===== src/rtl/cpu_pkg.sv =====
// cpu_pkg: shared definitions for the accumulator CPU and its program loader.
//   loader_state_e : program-loader FSM states
//   LOADER_HEADER  : frame start byte
//   PROG_DEPTH     : program memory depth in words
//   PROG_AW        : program memory address width
package cpu_pkg;

    typedef enum logic [2:0] {
        IDLE  = 3'd0,
        COUNT = 3'd1,
        DATA  = 3'd2,
        CKSUM = 3'd3,
        DONE  = 3'd4,
        ERR   = 3'd5
    } loader_state_e;

    localparam logic [7:0] LOADER_HEADER = 8'hA5;
    localparam int         PROG_DEPTH    = 16;
    localparam int         PROG_AW       = 4;

endpackage


===== src/rtl/prog_loader.sv =====
// prog_loader: writes a framed byte stream into the 16x8 program memory and
// holds the CPU in reset until a complete, valid frame has been loaded.
//
// Frame: LOADER_HEADER, count N (1..PROG_DEPTH), N data bytes,
//        [checksum = sum of data mod 256, only when LOADER_CKSUM_EN is defined]
//
// Build option: LOADER_CKSUM_EN -- adds the trailing checksum byte and check.
//
// Ports:
//   i_clk, i_rst       clock, asynchronous active-low reset
//   i_rx_data/valid    incoming byte stream
//   o_rx_ready         byte accepted when i_rx_valid && o_rx_ready
//   o_mem_we/addr/wdata program memory write port (one-cycle pulse)
//   o_cpu_rst_n        CPU reset, low until a good load completes
//   o_busy/done/err    frame in progress / last load good / last load rejected
//
// state | meaning
// IDLE  | after reset, waiting for header, other bytes dropped
// COUNT | header seen, next byte is the word count
// DATA  | writing data bytes to memory
// CKSUM | waiting for the checksum byte (LOADER_CKSUM_EN only)
// DONE  | good load, CPU released, waiting for a new header
// ERR   | rejected load, CPU held, waiting for a new header
module prog_loader
    import cpu_pkg::*;
(
    input  logic               i_clk,
    input  logic               i_rst,
    input  logic [7:0]         i_rx_data,
    input  logic               i_rx_valid,
    output logic               o_rx_ready,
    output logic               o_mem_we,
    output logic [PROG_AW-1:0] o_mem_addr,
    output logic [7:0]         o_mem_wdata,
    output logic               o_cpu_rst_n,
    output logic               o_busy,
    output logic               o_done,
    output logic               o_err
);

    loader_state_e      state_q, state_d;
    logic               rx_ready_q;
    logic               we_q;
    logic [PROG_AW-1:0] mem_addr_q;
    logic [7:0]         wdata_q;
    logic [PROG_AW-1:0] addr_q;
    logic [4:0]         remaining_q;
`ifdef LOADER_CKSUM_EN
    logic [7:0]         sum_q;
`endif

    logic rx_accept;
    logic is_header;
    logic count_bad;

    assign rx_accept = i_rx_valid && rx_ready_q;
    assign is_header = (i_rx_data == LOADER_HEADER);
    assign count_bad = (i_rx_data == 8'd0) || (i_rx_data > 8'(PROG_DEPTH));

    always_ff @(posedge i_clk or negedge i_rst) begin
        if (!i_rst) begin
            state_q <= IDLE;
        end else begin
            state_q <= state_d;
        end
    end

    always_comb begin
        state_d = state_q;
        if (rx_accept) begin
            case (state_q)
                IDLE, DONE, ERR: begin
                    if (is_header) state_d = COUNT;
                end
                COUNT: begin
                    state_d = count_bad ? ERR : DATA;
                end
                DATA: begin
                    if (remaining_q == 5'd1) begin
`ifdef LOADER_CKSUM_EN
                        state_d = CKSUM;
`else
                        state_d = DONE;
`endif
                    end
                end
                CKSUM: begin
`ifdef LOADER_CKSUM_EN
                    state_d = (i_rx_data == sum_q) ? DONE : ERR;
`else
                    state_d = IDLE;
`endif
                end
                default: state_d = IDLE;
            endcase
        end
    end

    always_comb begin
        o_busy      = 1'b0;
        o_done      = 1'b0;
        o_err       = 1'b0;
        o_cpu_rst_n = 1'b0;
        case (state_q)
            COUNT, DATA, CKSUM: o_busy = 1'b1;
            DONE: begin
                o_done      = 1'b1;
                o_cpu_rst_n = 1'b1;
            end
            ERR:     o_err = 1'b1;
            default: ;
        endcase
    end

    // Write port is registered: the address/data of the accepted byte are
    // presented together with the pulse in the following cycle, while addr_q
    // has already moved on to the next word.
    always_ff @(posedge i_clk or negedge i_rst) begin
        if (!i_rst) begin
            rx_ready_q  <= 1'b0;
            we_q        <= 1'b0;
            mem_addr_q  <= '0;
            wdata_q     <= '0;
            addr_q      <= '0;
            remaining_q <= '0;
`ifdef LOADER_CKSUM_EN
            sum_q       <= '0;
`endif
        end else begin
            rx_ready_q <= 1'b1;
            we_q       <= rx_accept && (state_q == DATA);
            if (rx_accept && (state_q == COUNT)) begin
                remaining_q <= i_rx_data[4:0];
                addr_q      <= '0;
`ifdef LOADER_CKSUM_EN
                sum_q       <= '0;
`endif
            end
            if (rx_accept && (state_q == DATA)) begin
                mem_addr_q  <= addr_q;
                wdata_q     <= i_rx_data;
                addr_q      <= addr_q + 1'b1;
                remaining_q <= remaining_q - 5'd1;
`ifdef LOADER_CKSUM_EN
                sum_q       <= sum_q + i_rx_data;
`endif
            end
        end
    end

    assign o_rx_ready  = rx_ready_q;
    assign o_mem_we    = we_q;
    assign o_mem_addr  = mem_addr_q;
    assign o_mem_wdata = wdata_q;

endmodule


===== config.mk =====
export PLATFORM = sky130hd
export DESIGN_NAME = prog_loader
export DESIGN_NICKNAME = d
export VERILOG_FILES = /design/src/rtl/cpu_pkg.sv /design/src/rtl/prog_loader.sv
export SDC_FILE = /design/constraint.sdc
export NUM_CORES = 1
export LEC_CHECK = 0
export BUFFER_PORTS_ARGS = -buffer_cell sky130_fd_sc_hd__clkbuf_2
export CORE_AREA = 2 2 42 73
export CTS_BUF_LIST = sky130_fd_sc_hd__clkbuf_8 sky130_fd_sc_hd__clkbuf_16
export DETAILED_ROUTE_END_ITERATION = 8
export DIE_AREA = 0 0 44 75
export GPL_TIMING_DRIVEN = 0
export PLACE_DENSITY = 0.74
export SLEW_MARGIN = 10
export SYNTH_ARGS = -nofsm -noshare
export SYNTH_HDL_FRONTEND = slang
export SYNTH_SLANG_ARGS = --single-unit

===== constraint.sdc =====
create_clock -name i_clk -period 2.1 [get_ports i_clk]
set_clock_uncertainty 0.2 [all_clocks]
set_input_delay 0.42 -clock i_clk [delete_from_list [all_inputs] [get_ports i_clk]]
set_output_delay 0.42 -clock i_clk [all_outputs]
set_load 0.005 [all_outputs]

==> results.yml <==
logic_synthesis:
  synthFlopType: "dfrtp_1"
  synth_area_per_cell_um2: 9.17
  ys_types: 43
  syn_area_um2: 1370
  synth_seq_cells: 26
  async_reset_ff_share_pct: 100
  synth-edff-count: 0
  syn-num-nets: 163
  syn_inst: 149
  yosysWarnings: 0
  yosysSeqAreaShare_pct: 47.6
global_route:
  grt_max_degree: 27
  overflow: 0
  grtUsageTotal_pct: 21.2
  grt_pass1_vias: 1159
  antenna_found_initial: 0
  grt_first_pass_wirelength_um: 5180
flow_run:
  max_cap_violations: 0
clock_tree:
  cts.reportedPaths.clkPinSlew_ns: 0.09
  cts_max_level: 1
  clk_path_buf_depth: 2
  cts_made_buffers: 3
  clock-sinks: 26
  cts_tree: "built"
  clock_latency_ns: 0.27
  post_cts_buffers: 0
  root_buffer: "clkbuf_8"
route:
  drc_errors: 0
  post_drt_via_cell_ratio: 5.76
  dr_wl_met3_um: 176
  wl_per_cell_um: 14.6
  dr.pass1.iters: 4
  top_layer: "met4"
  route.met2.wl_um: 1590
  postRouteWirelength_um: 3050
  drtIter0Drc: 35
  ant_nets: 0
  wl_met1_um: 1150
  routed-via-count: 1204
floorplanning:
  ioPinCount: 29
  die_w_um: 44
  dieHeight_um: 75
  initial_core_util_pct: 50.8
  core_area_um2: 2690
  die_area_um2: 3300
  row_count: 25
power_and_ir_drop:
  ir_drop_uv: 466
  cellPowerDensity_nw_per_um2: 895
  leakagePower_nw: 0.818
  comb_power_share_pct: 23.5
  pwr-share-clk_pct: 28.2
  sw_frac_of_total_pct: 29.4
  pwr-share-seq_pct: 48.3
  p_sw_uw: 428
  p_int_mw: 1.03
worst_setup_path:
  r2r-end: "remaining_q[4]$_DFFE_PN0P_"
  slowest_delay_ns: 0.43
  r2r_cells: 6
  cp-start-kind: "flip-flop"
  crit_top_cell: "buf_4"
  worst-path-stages: 5
  crit_arrival_ns: 1.38
  rrSetupSlack_ns: 0.35
  critPathRequiredTime_ns: 1.48
  critical_path.top_delay_family: "flip-flops"
  critPathMaxFanout: 10
  critPathKind: "reg2out"
  crit_slowest_cell: "dfrtp_1"
  crit_path_cell_trace: "buf_4, nor2_2, and2_1, buf_4, clkbuf_2"
  r2r-start: "state_q[2]$_DFFE_PN0P_"
  critPathBufInv: 3
  cp-end-kind: "output pin"
worst_hold_path:
  holdPathStages: 3
  hold_end: "o_mem_wdata[2]$_DFFE_PN0P_"
  hp-class: "in2reg"
  hp-start: "i_rx_data[2]"
sta:
  fin_crit_sh_pct: 95.3
  tightest_slew_ns: 0.636
  drv_slew: 0
  rsz0062_at_grt: "no"
  finalHoldViolCount: 0
  tns_ns: 0
  fin_crit_ns: 2.00
  fin_hold_ws_ns: 0.202
  slew_headroom_pct: 57.6
  setup_ws_ns: 0.0990
  setup_viol: 0
  fmax_mhz: 500
layout:
  syn_to_final_growth_pct: 18.9
  n_antenna_cell: 0
  layout_common_cells: "nand2_1 (39), clkbuf_2 (28), dfrtp_1 (26)"
  drive_above_1_share_pct: 25.3
  fin_nets: 197
  final_common_cell: "nand2_1"
place:
  io_buffer_count: 28
  gp_congestion: 0.861
  hpwl_um: 2240
  pre_cts_slack_ns: 0.338
status:
  outcome: "completed"
[per-stage QoR]
stage	total power [mW]	util, %	area (um2)	cells
3_5_place_dp	1.05	57.3	1540	204
6_report	1.45	60.4	1620	209
2_1_floorplan	0.907	-	1370	149
4_1_cts	1.47	60.3	1620	209
5_1_grt	1.55	60.4	1620	209
3_3_place_gp	1.03	57.3	1540	204
[worst max-delay path by stage]
stage / startpoint / end / slack, ns
2_1_floorplan: state_q[1]$_DFFE_PN0P_ / o_done / 0.50
3_3_place_gp: i_rx_data[0] / state_q[0]$_DFFE_PN0P_ / 0.35
3_5_place_dp: i_rx_data[0] / state_q[0]$_DFFE_PN0P_ / 0.34
4_1_cts: state_q[1]$_DFFE_PN0P_ / o_done / 0.05
5_1_grt: state_q[1]$_DFFE_PN0P_ / o_done / 0.02
6_report: state_q[1]$_DFFE_PN0P_ / o_done / 0.1
[final cells by class]
type / count / area, um2
buffer: 7 / 47.5
clock buffer: 3 / 41.3
clock inverter: 1 / 30.0
fill: 244 / 1070
inverter: 7 / 27.5
multi-input combinational: 109 / 643
sequential: 26 / 651
tap: 27 / 33.8
timing repair buffer: 29 / 150
[kinds of logic after synthesis]
group	Yosys count	share of synthesized area [%]
other	1	0.274
AO/OA/AOI/OAI	33	15.8
flip-flops	26	47.6
multiplexers	2	1.47
AND/OR/NAND/NOR	70	26.6
adder cells (fa/ha/maj)	3	2.75
buffers and inverters	14	5.49
[power groups by stage]
stage | Clock [mW] | Sequential, mW | Combinational, mW
global route | 0.438 | 0.717 | 0.398
floorplan | 0 | 0.700 | 0.208
CTS | 0.423 | 0.701 | 0.346
detailed placement | 0 | 0.712 | 0.340
global placement | 0 | 0.705 | 0.325
finish | 0.410 | 0.702 | 0.342
[worst register-to-register path, delay by kind of cell, from the launching register on]
family | cells | cell delay (ns)
buffers and inverters | 2 | 0.27
and+or+nand+nor | 2 | 0.45
AOI/OAI and AO/OA | 2 | 0.34
DFF | 1 | 0.38
[synthesized netlist by cell type (2+ instances only)]
cell type	count	area share, %
nand2_1	39	11
dfrtp_1	26	48
nor2_1	8	2.2
a21oi_1	7	2.6
o21ai_1	7	2.6
inv_1	5	1.4
buf_4	3	1.6
ha_1	3	2.7
nor4_1	3	1.4
o21ai_0	3	1.1
o22a_1	3	1.9
a41oi_1	2	1.3
and2_1	2	0.92
and4b_1	2	1.5
buf_2	2	0.73
mux2i_1	2	1.5
nand3_1	2	0.73
nand3b_1	2	1.1
nor2b_1	2	0.92
nor3_1	2	0.73
o21a_1	2	1.1
[timing repair]
| item | 4_1_cts | 5_1_grt |
|---|---|---|
| resized for setup | 0 | 1 |
| endpoints found under the setup margin | 0 | 1 |
| hold buffers | 1 | 0 |
| endpoints found under the hold margin | 26 | 0 |
[layer usage]
| metal | vias to the layer above | GRT usage (%) |
|---|---|---|
| met1 | 558 | 24.6 |
| met2 | 49 | 35.6 |
| met3 | 14 | 3.60 |
| met4 | 0 | 12.8 |
| met5 | - | 0 |
| li1 | 583 | - |
[registers in the layout, summed over array words and instances, names as in the netlist]
signal and cells:
addr_q 4, o_mem_addr 4, o_mem_wdata 8, o_mem_we 1
o_rx_ready 1, remaining_q 5, state_q 3
No activity file was read; power rests on OpenSTA's default activity.
